`config.mk`:
```
export PLATFORM = sky130hd
export DESIGN_NAME = rv32i_mem_stage
export DESIGN_NICKNAME = d
export VERILOG_FILES = /design/src/rtl/rv32i_mem_stage.sv
export SDC_FILE = /design/constraint.sdc
export NUM_CORES = 1
export LEC_CHECK = 0
export BUFFER_PORTS_ARGS = -buffer_cell sky130_fd_sc_hd__clkbuf_2
export CORE_AREA = 2 2 163 165
export DETAILED_ROUTE_END_ITERATION = 7
export DIE_AREA = 0 0 165 167
export PLACE_DENSITY = 0.81
export SKIP_CTS_REPAIR_TIMING = 1
export SYNTH_ARGS = -nofsm -noshare
export SYNTH_HDL_FRONTEND = slang
export SYNTH_SLANG_ARGS = --single-unit
```
`constraint.sdc`:
```
create_clock -name clk -period 3.4 [get_ports clk]
set_input_delay 0.51 -clock clk [delete_from_list [all_inputs] [get_ports clk]]
set_output_delay 0.51 -clock clk [all_outputs]
set_load 0.1 [all_outputs]
```
`src/rtl/rv32i_mem_stage.sv`:
```
// RV32I memory stage: registers the EX->MEM boundary, issues RAM/IO accesses, formats store lanes and extracts load data.
// Latency: 1 cycle for non-memory ops, >=2 cycles for loads/stores (ack-dependent, aborted after MAX_WAIT cycles).
// Backpressure: in_ready is low while an access is in flight; EX must hold its instruction until accepted.
//
// Ports: clk/reset (sync, active-high); in_* handshake and EX operands; mem_*/io_* request/ack buses
// sharing bus_we/bus_be/bus_addr/bus_wdata; registered WB outputs, bus_err/misalign_err pulses, df_* forwarding.
// Optional build macro: MISALIGN_TRAP_EN -- when defined, misaligned half/word accesses are not issued and
// retire immediately with misalign_err; when undefined misalign_err is constant 0.
module rv32i_mem_stage #(
    parameter int IO_SEL_BIT = 31,
    parameter int MAX_WAIT   = 15,
    parameter int WAIT_CW    = 8
) (
    input  logic        clk,
    input  logic        reset,
    input  logic        in_valid,
    output logic        in_ready,
    input  logic [31:0] pc_in,
    input  logic [31:0] iw_in,
    input  logic [31:0] alu_in,
    input  logic [31:0] rs2_data_in,
    input  logic        wb_en_in,
    input  logic [4:0]  wb_reg_in,
    output logic        mem_req,
    output logic        io_req,
    output logic        bus_we,
    output logic [3:0]  bus_be,
    output logic [29:0] bus_addr,
    output logic [31:0] bus_wdata,
    input  logic        mem_ack,
    input  logic        io_ack,
    input  logic [31:0] mem_rdata,
    input  logic [31:0] io_rdata,
    output logic        out_valid,
    output logic [31:0] pc_out,
    output logic [31:0] iw_out,
    output logic [31:0] wb_data_out,
    output logic        wb_en_out,
    output logic [4:0]  wb_reg_out,
    output logic        bus_err,
    output logic        misalign_err,
    output logic        df_mem_enable,
    output logic [4:0]  df_mem_reg,
    output logic [31:0] df_mem_data
);

    localparam logic [0:0] IDLE = 1'b0;
    localparam logic [0:0] WAIT = 1'b1;
    localparam logic [6:0] OP_LOAD  = 7'b0000011;
    localparam logic [6:0] OP_STORE = 7'b0100011;

    logic [0:0]         state;
    logic [WAIT_CW-1:0] wait_cnt;

    // Context of the access in flight, held until it retires.
    logic [31:0] pc_q;
    logic [31:0] iw_q;
    logic [4:0]  wb_reg_q;
    logic        wb_en_q;
    logic        sel_q;
    logic [1:0]  addr_lo_q;

    logic        accept;
    logic        in_is_mem;
    logic        in_misaligned;
    logic [3:0]  in_be;
    logic [31:0] in_wdata;
    logic        ack_sel;
    logic        timeout;
    logic [31:0] rdata_sel;
    logic [31:0] rdata_shift;
    logic [31:0] ld_data;

    assign in_ready  = (state == IDLE);
    assign accept    = in_valid & in_ready;
    assign in_is_mem = (iw_in[6:0] == OP_LOAD) || (iw_in[6:0] == OP_STORE);

`ifdef MISALIGN_TRAP_EN
    assign in_misaligned = in_is_mem &&
                           (((iw_in[13:12] == 2'd1) && alu_in[0]) ||
                            ((iw_in[13:12] == 2'd2) && (alu_in[1:0] != 2'd0)));
`else
    assign in_misaligned = 1'b0;
`endif

    always_comb begin
        in_be    = 4'b1111;
        in_wdata = rs2_data_in;
        case (iw_in[13:12])
            2'd0: begin
                in_be    = 4'b0001 << alu_in[1:0];
                in_wdata = {4{rs2_data_in[7:0]}};
            end
            2'd1: begin
                in_be    = alu_in[1] ? 4'b1100 : 4'b0011;
                in_wdata = {2{rs2_data_in[15:0]}};
            end
            default: ;
        endcase
    end

    // Only the selected target's ack counts; the other one may be busy with someone else.
    assign ack_sel = sel_q ? io_ack : mem_ack;
    assign timeout = (wait_cnt == WAIT_CW'(MAX_WAIT - 1));
    assign mem_req = (state == WAIT) & ~sel_q;
    assign io_req  = (state == WAIT) &  sel_q;

    always_comb begin
        rdata_sel   = sel_q ? io_rdata : mem_rdata;
        rdata_shift = rdata_sel >> {addr_lo_q, 3'b000};
        case (iw_q[13:12])
            2'd0:    ld_data = iw_q[14] ? {24'd0, rdata_shift[7:0]}
                                        : {{24{rdata_shift[7]}}, rdata_shift[7:0]};
            2'd1:    ld_data = iw_q[14] ? {16'd0, rdata_shift[15:0]}
                                        : {{16{rdata_shift[15]}}, rdata_shift[15:0]};
            default: ld_data = rdata_shift;
        endcase
    end

    always_ff @(posedge clk) begin
        if (reset) begin
            state        <= IDLE;
            wait_cnt     <= '0;
            pc_q         <= '0;
            iw_q         <= '0;
            wb_reg_q     <= '0;
            wb_en_q      <= 1'b0;
            sel_q        <= 1'b0;
            addr_lo_q    <= '0;
            bus_we       <= 1'b0;
            bus_be       <= '0;
            bus_addr     <= '0;
            bus_wdata    <= '0;
            out_valid    <= 1'b0;
            pc_out       <= '0;
            iw_out       <= '0;
            wb_data_out  <= '0;
            wb_en_out    <= 1'b0;
            wb_reg_out   <= '0;
            bus_err      <= 1'b0;
            misalign_err <= 1'b0;
        end else begin
            out_valid    <= 1'b0;
            bus_err      <= 1'b0;
            misalign_err <= 1'b0;
            case (state)
                IDLE: begin
                    if (accept && in_is_mem && !in_misaligned) begin
                        state     <= WAIT;
                        wait_cnt  <= '0;
                        pc_q      <= pc_in;
                        iw_q      <= iw_in;
                        wb_reg_q  <= wb_reg_in;
                        wb_en_q   <= wb_en_in;
                        sel_q     <= alu_in[IO_SEL_BIT];
                        addr_lo_q <= alu_in[1:0];
                        bus_we    <= (iw_in[6:0] == OP_STORE);
                        bus_be    <= in_be;
                        bus_addr  <= alu_in[31:2];
                        bus_wdata <= in_wdata;
                    end else if (accept) begin
                        // Non-memory op, or a trapped misaligned access that never reaches the bus.
                        out_valid    <= 1'b1;
                        pc_out       <= pc_in;
                        iw_out       <= iw_in;
                        wb_reg_out   <= wb_reg_in;
                        wb_data_out  <= alu_in;
                        wb_en_out    <= wb_en_in & ~in_misaligned;
                        misalign_err <= in_misaligned;
                    end
                end
                default: begin
                    if (ack_sel || timeout) begin
                        state      <= IDLE;
                        wait_cnt   <= '0;
                        out_valid  <= 1'b1;
                        pc_out     <= pc_q;
                        iw_out     <= iw_q;
                        wb_reg_out <= wb_reg_q;
                        // Ack wins over a coinciding timeout.
                        bus_err    <= ~ack_sel;
                        wb_en_out  <= ack_sel & wb_en_q & (iw_q[6:0] == OP_LOAD);
                        if (ack_sel && (iw_q[6:0] == OP_LOAD))
                            wb_data_out <= ld_data;
                    end else begin
                        wait_cnt <= wait_cnt + 1'b1;
                    end
                end
            endcase
        end
    end

    assign df_mem_enable = out_valid & wb_en_out;
    assign df_mem_reg    = wb_reg_out;
    assign df_mem_data   = wb_data_out;

endmodule

```
======== Yosys cells after proc, flatten, opt, wreduce, memory -nomap -nowiden ========
Index checks and enable logic that the tools add are counted.
Widths: inputs -> output; s select.
word-level totals
  memory bits (writable) .................. 0
  bits in read-only memories .............. 0
  bits of input ports ..................... 203
  output and inout port bits .............. 213
  memories kept ........................... 0
  bits in registers ....................... 253
  word-level logic and storage cells ...... 92
  bits in latches ......................... 0
cells by class
  $lt $le $gt $ge ......................... 0
  muxes and demuxes ....................... 39
  $mul .................................... 0
  eq/ne operators ......................... 9
  add/subtract/negate cells ............... 1
  div/mod/pow operators ................... 0
  shift-type cells ........................ 2
  reduce and logical (&&, ||, !) cells .... 12
  bitwise gates (word level) .............. 10
operators with widths
  cell                 number
  $mux 32              16
  $pmux 32 s2          2
  $shr 32x5->32        1
  $mux 8               3
  $mux 5               4
  $eq 7x2->1 const B   2
  $mux 1               12
  $add 8x1->8 const B  1
  $eq 8x4->1 const B   1
  $pmux 4 s2           1
  $eq 7x6->1 const B   1
  $and 1x1->1          6
  $eq 2x1->1 const B   2
  $logic_not 2->1      2
  $mux 4               1
  $ne 2x1->1 const B   2
  $not 1->1            4
  $reduce_and 4->1     1
  $reduce_bool 2->1    2
  $shl 1x2->4 const A  1
  $reduce_and 3->1     1
  $reduce_or 3->1      1
  $logic_and 1x1->1    2
  $logic_or 1x1->1     2
  other kinds (2)      2

======== Depth between registers and ports, before layout ========
Gate-level depths: netlist (run 1).
  word-level depth ........................ 7
  gate-level depth with buffers ........... 10
  gate-level depth less buffers ........... 7

======== Worst setup path after synthesis (run 1) ========
No wires, ideal clock.
  kind .................................... reg-to-output
  start point ............................. register state
  end point ............................... output port mem_req
  path buffers ............................ 1
  data required time ...................... 2890 ps
  slack ................................... 599 ps
  arrival ................................. 2291 ps
  stages on the path, launching flop included .. 4
  cell sequence ........................... dfxtp_1 > buf_2 > inv_1 > nor2_1
between the ends
  longest elaborated chain between the ends .. 1
RTL lines
  element                 RTL line  RTL
  from (decl)             52        logic [0:0] state;
  from (signal assigned)  122       state <= IDLE;
  from (signal assigned)  149       state <= WAIT;
  from (signal assigned)  174       state <= IDLE;
  $and 1x1->1             105       assign mem_req = (state == WAIT) & ~sel_q;
  to (decl)               24        output logic mem_req,
No other way between the ends.

==> results of run 1 <==
-- worst max path at each step --
stage | startpoint | to
final | bus_addr[29]$_SDFFE_PP0P_ | io_req
after global routing | bus_addr[29]$_SDFFE_PP0P_ | io_req
after CTS | bus_addr[29]$_SDFFE_PP0P_ | io_req
after detailed placement | addr_lo_q[0]$_SDFFE_PP0P_ | df_mem_data[17]$_SDFFE_PP0P_
after global placement | addr_lo_q[0]$_SDFFE_PP0P_ | df_mem_data[18]$_SDFFE_PP0P_
after floorplan | state$_SDFF_PP0_ | mem_req
-- synth_stat cells, types with 2 or more instances --
| master | count | area, um^2 |
|---|---|---|
| a2111oi_0 | 2 | 17.5 |
| a211oi_1 | 70 | 526 |
| a211oi_2 | 19 | 238 |
| a21oi_1 | 163 | 816 |
| a311oi_1 | 8 | 70.1 |
| a31oi_1 | 3 | 18.8 |
| a32oi_1 | 7 | 61.3 |
| and2_1 | 3 | 18.8 |
| and3_1 | 4 | 25.0 |
| buf_1 | 8 | 30.0 |
| buf_2 | 18 | 90.1 |
| buf_4 | 43 | 323 |
| buf_6 | 3 | 33.8 |
| clkbuf_1 | 81 | 304 |
| dfxtp_1 | 252 | 5040 |
| ha_1 | 2 | 25.0 |
| inv_1 | 11 | 41.3 |
| mux2_2 | 11 | 124 |
| mux2i_1 | 95 | 951 |
| mux4_2 | 21 | 473 |
| nand2_1 | 268 | 1010 |
| nand2b_1 | 4 | 25.0 |
| nand3_1 | 4 | 20.0 |
| nand3b_1 | 7 | 52.6 |
| nor2_1 | 141 | 529 |
| nor2b_1 | 4 | 25.0 |
| nor3_1 | 8 | 40.0 |
| nor3b_1 | 6 | 45.0 |
| nor4_1 | 2 | 12.5 |
| o211ai_1 | 8 | 60.1 |
| o21ai_0 | 28 | 140 |
| o221ai_1 | 8 | 70.1 |
| o22ai_1 | 3 | 18.8 |
| o31ai_1 | 7 | 52.6 |
| or3_1 | 2 | 12.5 |
| or3b_2 | 2 | 17.5 |
-- layout make-up --
type / instances / area [um^2]
clock inverter: 13 / 181
sequential: 252 / 5050
inverter: 11 / 41.3
fill: 2300 / 11400
clock buffer: 34 / 722
tap: 335 / 419
multi-input combinational: 926 / 5660
timing repair buffer: 433 / 2270
-- where the power goes --
part           internal (mW)  switching [mW]  leakage, nW  total (mW)
logic                  0.298            1.22         3.26        1.52
registers               3.05          0.0739         2.06        3.12
clock network           1.80            1.20        0.438        3.01
-- layer usage --
metal	global-route usage, %	up-vias	wire length, um
met5	0	-	0
met4	14.6	0	2280
met3	7.05	120	4010
met2	45.0	582	18300
met1	31.3	5129	14200
li1	-	5266	-
-- worst max-delay path: cells and delay by family, from the launching register on --
kind / cells / cell delay, ps
simple gates: 1 / 260
buf+inv: 2 / 920
flops: 1 / 600
-- metrics by stage --
stage               hold WS [ps]  setup WS, ps
floorplan                    436           599
global placement             441           824
detailed placement           446           688
CTS                          185           545
global route                 193           457
finish                       201           555
-- cells by family after synthesis --
| family | Yosys count |
|---|---|
| adder cells (fa/ha/maj) | 2 |
| other | 1 |
| AO/OA/AOI/OAI | 332 |
| buffers and inverters | 164 |
| multiplexers | 128 |
| AND/OR/NAND/NOR | 463 |
| flip-flops | 252 |
==> results.md, run 1 <==
* Initial antenna violation count at 0
* Die height at 167 um
* Iteration-0 DRC Markers at 1022
* Slew @ Worst Pin at 1220 ps
* Adder-Cell Fraction of Synth Area at 0.218%
* Final setup viols at 0
* Worst Reg2Reg Path Length in Cells at 6
* Most frequent cells in the layout: clkbuf_2, nand2_1, dfxtp_1
* Setup TNS at 0 ps
* RR Startpoint: addr_lo_q[0]$_SDFFE_PP0P_
* Clock skew at 19.6 ps
* End of the worst register-to-register path: df_mem_data[17]$_SDFFE_PP0P_
* RSZ-0062 raised after global routing: no
* CP endpoint kind: output pin
* Reg2reg setup slack at 600 ps
* Vias in the first global route at 10600
* Vias per cell at 5.54
* Area Overhead vs Synth at 24.8%
* Synthesized area per cell at 8.57 um^2
* Fmax achieved at 351 MHz
* Drt first pass iters at 6
* Leakage at 5.76 nW
* Gr ovfl total at 0
* Mapped Cells at 1342
* DP Area at 0.0134 mm^2
* Synthesized flop and latch total at 252
* First-pass GRT wire length at 58.4 mm
* N_diodes at 0
* Core footprint at 0.0258 mm^2
* Clk_lat worst skew at 540 ps
* Total power at 7.65 mW
* Commonest non-fill, non-tap cell in the layout: clkbuf_2
* XOR/XNOR Fraction of Synth Area at 0%
* Final WL at 38.8 mm
* Tmin final at 2850 ps
* Post-Synthesis Net Count at 1547
* Final Cycle Share at 83.7%
* Post-route DRC at 0
* Detailed Place HPWL at 28.0 mm
* Pwr Density at 533 mW/mm^2
* Clock sinks at 252
* Clock transition at path regs at 60 ps
* Post-route ant nets at 0
* Post-synth EDFFs at 0
* Hold Crit Class: input port to register
* Worst-path cell chain: buf_4, and2_1, clkbuf_2
* Slowest stage delay, CP at 600 ps
* Maximum root-to-sink buffer count at 3
* Rows at 59
* Status: finished clean
* TritonCTS buffer count at 27
* Vias at 11100
* Synth Cell Area at 0.0115 mm^2
* Asr flop ratio synth at 0%
* Mux cell area share after synthesis at 13.6%
* Dpl cells at 1957
* Ratio of cells with drive above 1 in the final layout at 32.3%
* CP max FO at 24
* GPL Wtd Cong at 0.976
* # port buffers at 414
* Pin count of the biggest net entering global routing at 123
* Slew headroom at 17.8%
* Root buffer cell: clkbuf_16
* CTS tree: yes
* Post-synth cell types at 52
* All-Layer GR Usage at 26.9%
* Largest family of logic cells by synthesized area: compound AO/OA/AOI/OAI gates
* Slowest stage cell, crit path: dfxtp_2
* Seq/Total Area, Yosys at 43.9%
* Hold Crit Start: pc_in[0]
* Initial Util at 44.6%
* Final Hold Vio Count at 0
* Final Util at 55.7%
* Simple-gate share of the synthesized area at 16.5%
* Max cap viols at 0
* Hold path endpoint: pc_q[0]$_SDFFE_PP0P_
* Synth Area in Compound Gates at 18.6%
* Startpoint Class: register
* Non-filler instance count after layout at 2004
* WP data arrival at 2340 ps
* Synth warn at 0
* Post-synth top flop: dfxtp_1
* H-tree levels at 1
* Peak VDD IR at 0.000398 V
* Wire length per cell at 19.4 um
* Worst Setup Path Type: register to output pin
* Area of the die at 0.0276 mm^2
* Hold Path Depth at 3
* Final #Nets at 1856
* Critical path required time at 2890 ps
* Number of I/O pins at 416
* Post-Layout Inst Area at 0.0144 mm^2
* Die span in x at 165 um
* Slew Viols, Final at 0
Power figures use the tool's default switching activity.
==> run 2: changes to the inputs <==
CORE_AREA = 2 2 160 162   (was 2 2 163 165)
DIE_AREA = 0 0 162 164   (was 0 0 165 167)
PLACE_DENSITY = 0.83   (was 0.81)
clock period = 2.7 ns   (was 3.4 ns; I/O delays follow)
==> results.md, run 2 (same netlist as run 1, synthesis figures left out) <==
* Status: finished clean (unchanged)
* Final #Nets at 1871 (was 1856)
* Area of the die at 0.0266 mm^2 (was 0.0276 mm^2)
* CP startpoint: state$_SDFF_PP0_ (was bus_addr[29]$_SDFFE_PP0P_)
* Final Cycle Share at 96.7%
* Vias at 11100 (about the same)
* Die height at 164 um (was 167 um)
* Die span in x at 162 um (was 165 um)
* Peak VDD IR at 0.000587 V (was 0.000398 V)
* Gr ovfl total at 0 (unchanged)
* Non-filler instance count after layout at 2017 (was 2004)
* Number of I/O pins at 416 (unchanged)
* Worst Setup Path Type: register to output pin (unchanged)
* End of the worst register-to-register path: df_mem_data[31]$_SDFFE_PP0P_ (was df_mem_data[17]$_SDFFE_PP0P_)
* Area Overhead vs Synth at 26.2% (was 24.8%)
* Wire length per cell at 18.8 um (was 19.4 um)
* All-Layer GR Usage at 27.0% (was 26.9%)
* Maximum root-to-sink buffer count at 3 (unchanged)
* Clock skew at 9.67 ps (was 19.6 ps)
* Startpoint Class: register (unchanged)
* Slew Viols, Final at 0 (unchanged)
* Post-route ant nets at 0 (unchanged)
* Clock transition at path regs at 60 ps (about the same)
* Drt first pass iters at 5 (was 6)
* Crit path to: io_req (unchanged)
* Commonest non-fill, non-tap cell in the layout: clkbuf_2 (unchanged)
* Most frequent cells in the layout: clkbuf_2, nand2_1, dfxtp_1 (unchanged)
* CP max FO at 33 (was 24)
* Initial Util at 46.3% (was 44.6%)
* GPL Wtd Cong at 0.970 (was 0.976)
* Root buffer cell: clkbuf_16 (unchanged)
* TritonCTS buffer count at 27 (unchanged)
* Pwr Density at 665 mW/mm^2 (was 533 mW/mm^2)
* Post-Place Setup Slack at 126 ps (was 688 ps)
* Hold Crit Class: input port to register (unchanged)
* CTS tree: yes (unchanged)
* Core footprint at 0.0248 mm^2 (was 0.0258 mm^2)
* Critical path required time at 2300 ps (was 2890 ps)
* Clock sinks at 252 (unchanged)
* Rows at 58 (was 59)
* WP data arrival at 2210 ps (was 2340 ps)
* Slowest stage delay, CP at 510 ps (was 600 ps)
* Worst Reg2Reg Path Length in Cells at 6 (unchanged)
* Slowest stage cell, crit path: dfxtp_4 (was dfxtp_2)
* Initial antenna violation count at 3 (was 0)
* Fmax achieved at 383 MHz
* Iteration-0 DRC Markers at 911 (was 1022)
* H-tree levels at 1 (unchanged)
* RR Startpoint: addr_lo_q[0]$_SDFFE_PP0P_ (unchanged)
* Reg2reg setup slack at 370 ps (was 600 ps)
* Clk_lat worst skew at 550 ps (was 540 ps)
* Final WS setup at 88.1 ps (was 555 ps)
* Ratio of cells with drive above 1 in the final layout at 33.1% (was 32.3%)
* Post-Layout Inst Area at 0.0145 mm^2 (was 0.0144 mm^2)
* Final setup viols at 0 (unchanged)
* Leakage at 5.86 nW (was 5.76 nW)
* Slew headroom at 30.8% (was 17.8%)
* Max cap viols at 0 (unchanged)
* Worst-path cell chain: buf_4, and2_1, clkbuf_2 (unchanged)
* DP Area at 0.0136 mm^2 (was 0.0134 mm^2)
* Detailed Place HPWL at 28.0 mm (about the same)
* Final Hold Vio Count at 0 (unchanged)
* Pin count of the biggest net entering global routing at 126 (was 123)
* Post-route DRC at 0 (unchanged)
* Hold WS at 84.5 ps (was 201 ps)
* Dpl cells at 1967 (was 1957)
* Final WL at 38.0 mm (was 38.8 mm)
* Vias in the first global route at 10400 (was 10600)
* Slew @ Worst Pin at 1040 ps (was 1220 ps)
* Setup TNS at 0 ps (unchanged)
* Tmin final at 2610 ps
* RSZ-0062 raised after global routing: no (unchanged)
* Vias per cell at 5.51 (was 5.54)
* First-pass GRT wire length at 56.8 mm (was 58.4 mm)
* CP endpoint kind: output pin (unchanged)
* # port buffers at 414 (unchanged)
## run 2: final cells by class
| cell class | instances | area, um^2 |
|---|---|---|
| clock inverters | 12 | 150 |
| well taps | 330 | 413 |
| fillers | 2209 | 10300 |
| flip-flops and latches | 252 | 5050 |
| multi-input cells | 926 | 5670 |
| repair buffers | 448 | 2430 |
| inverters | 11 | 41.3 |
| diodes | 2 | 5.00 |
| clock buffers | 36 | 759 |
## run 2: power by group
group | switching [mW] | total (mW) | internal, mW | leakage [nW]
sequential | 0.0901 | 3.92 | 3.83 | 2.06
combinational | 1.53 | 1.91 | 0.386 | 3.35
clock | 1.55 | 3.81 | 2.26 | 0.457
## run 2: critical path, delay by kind of cell, from the launching register on
kind / cells / cell delay [ps]
flip-flops: 1 / 510
buffers and inverters: 2 / 890
AND/OR/NAND/NOR: 1 / 260
## run 2: worst min-delay path by stage
stage	start	endpoint	slack, ps	depth (start not counted)
floorplan	iw_q[10]$_SDFFE_PP0P_	iw_q[10]$_SDFFE_PP0P_	440	2
global placement	bus_addr[18]$_SDFFE_PP0P_	bus_addr[18]$_SDFFE_PP0P_	440	2
detailed placement	wb_en_q$_SDFFE_PP0P_	wb_en_q$_SDFFE_PP0P_	450	2
CTS	iw_in[20]	iw_q[20]$_SDFFE_PP0P_	60	3
global route	pc_in[20]	pc_q[20]$_SDFFE_PP0P_	70	3
finish	pc_in[20]	pc_q[20]$_SDFFE_PP0P_	80	3
## run 2: per-layer routing
layer  vias up  wire (um)  global-route usage [%]
li1       5308          -                       -
met1      5200      13900                    29.9
met2       498      18600                    47.5
met3       113       3210                    6.87
met4         2       2210                    14.8
met5         -         12                       0
## run 2: through the flow
step	total power, mW	util, %
finish	9.64	58.5
detailed placement	5.91	54.8
CTS	9.69	58.4
global route	9.92	58.5
floorplan	5.47	-
global placement	5.89	54.8
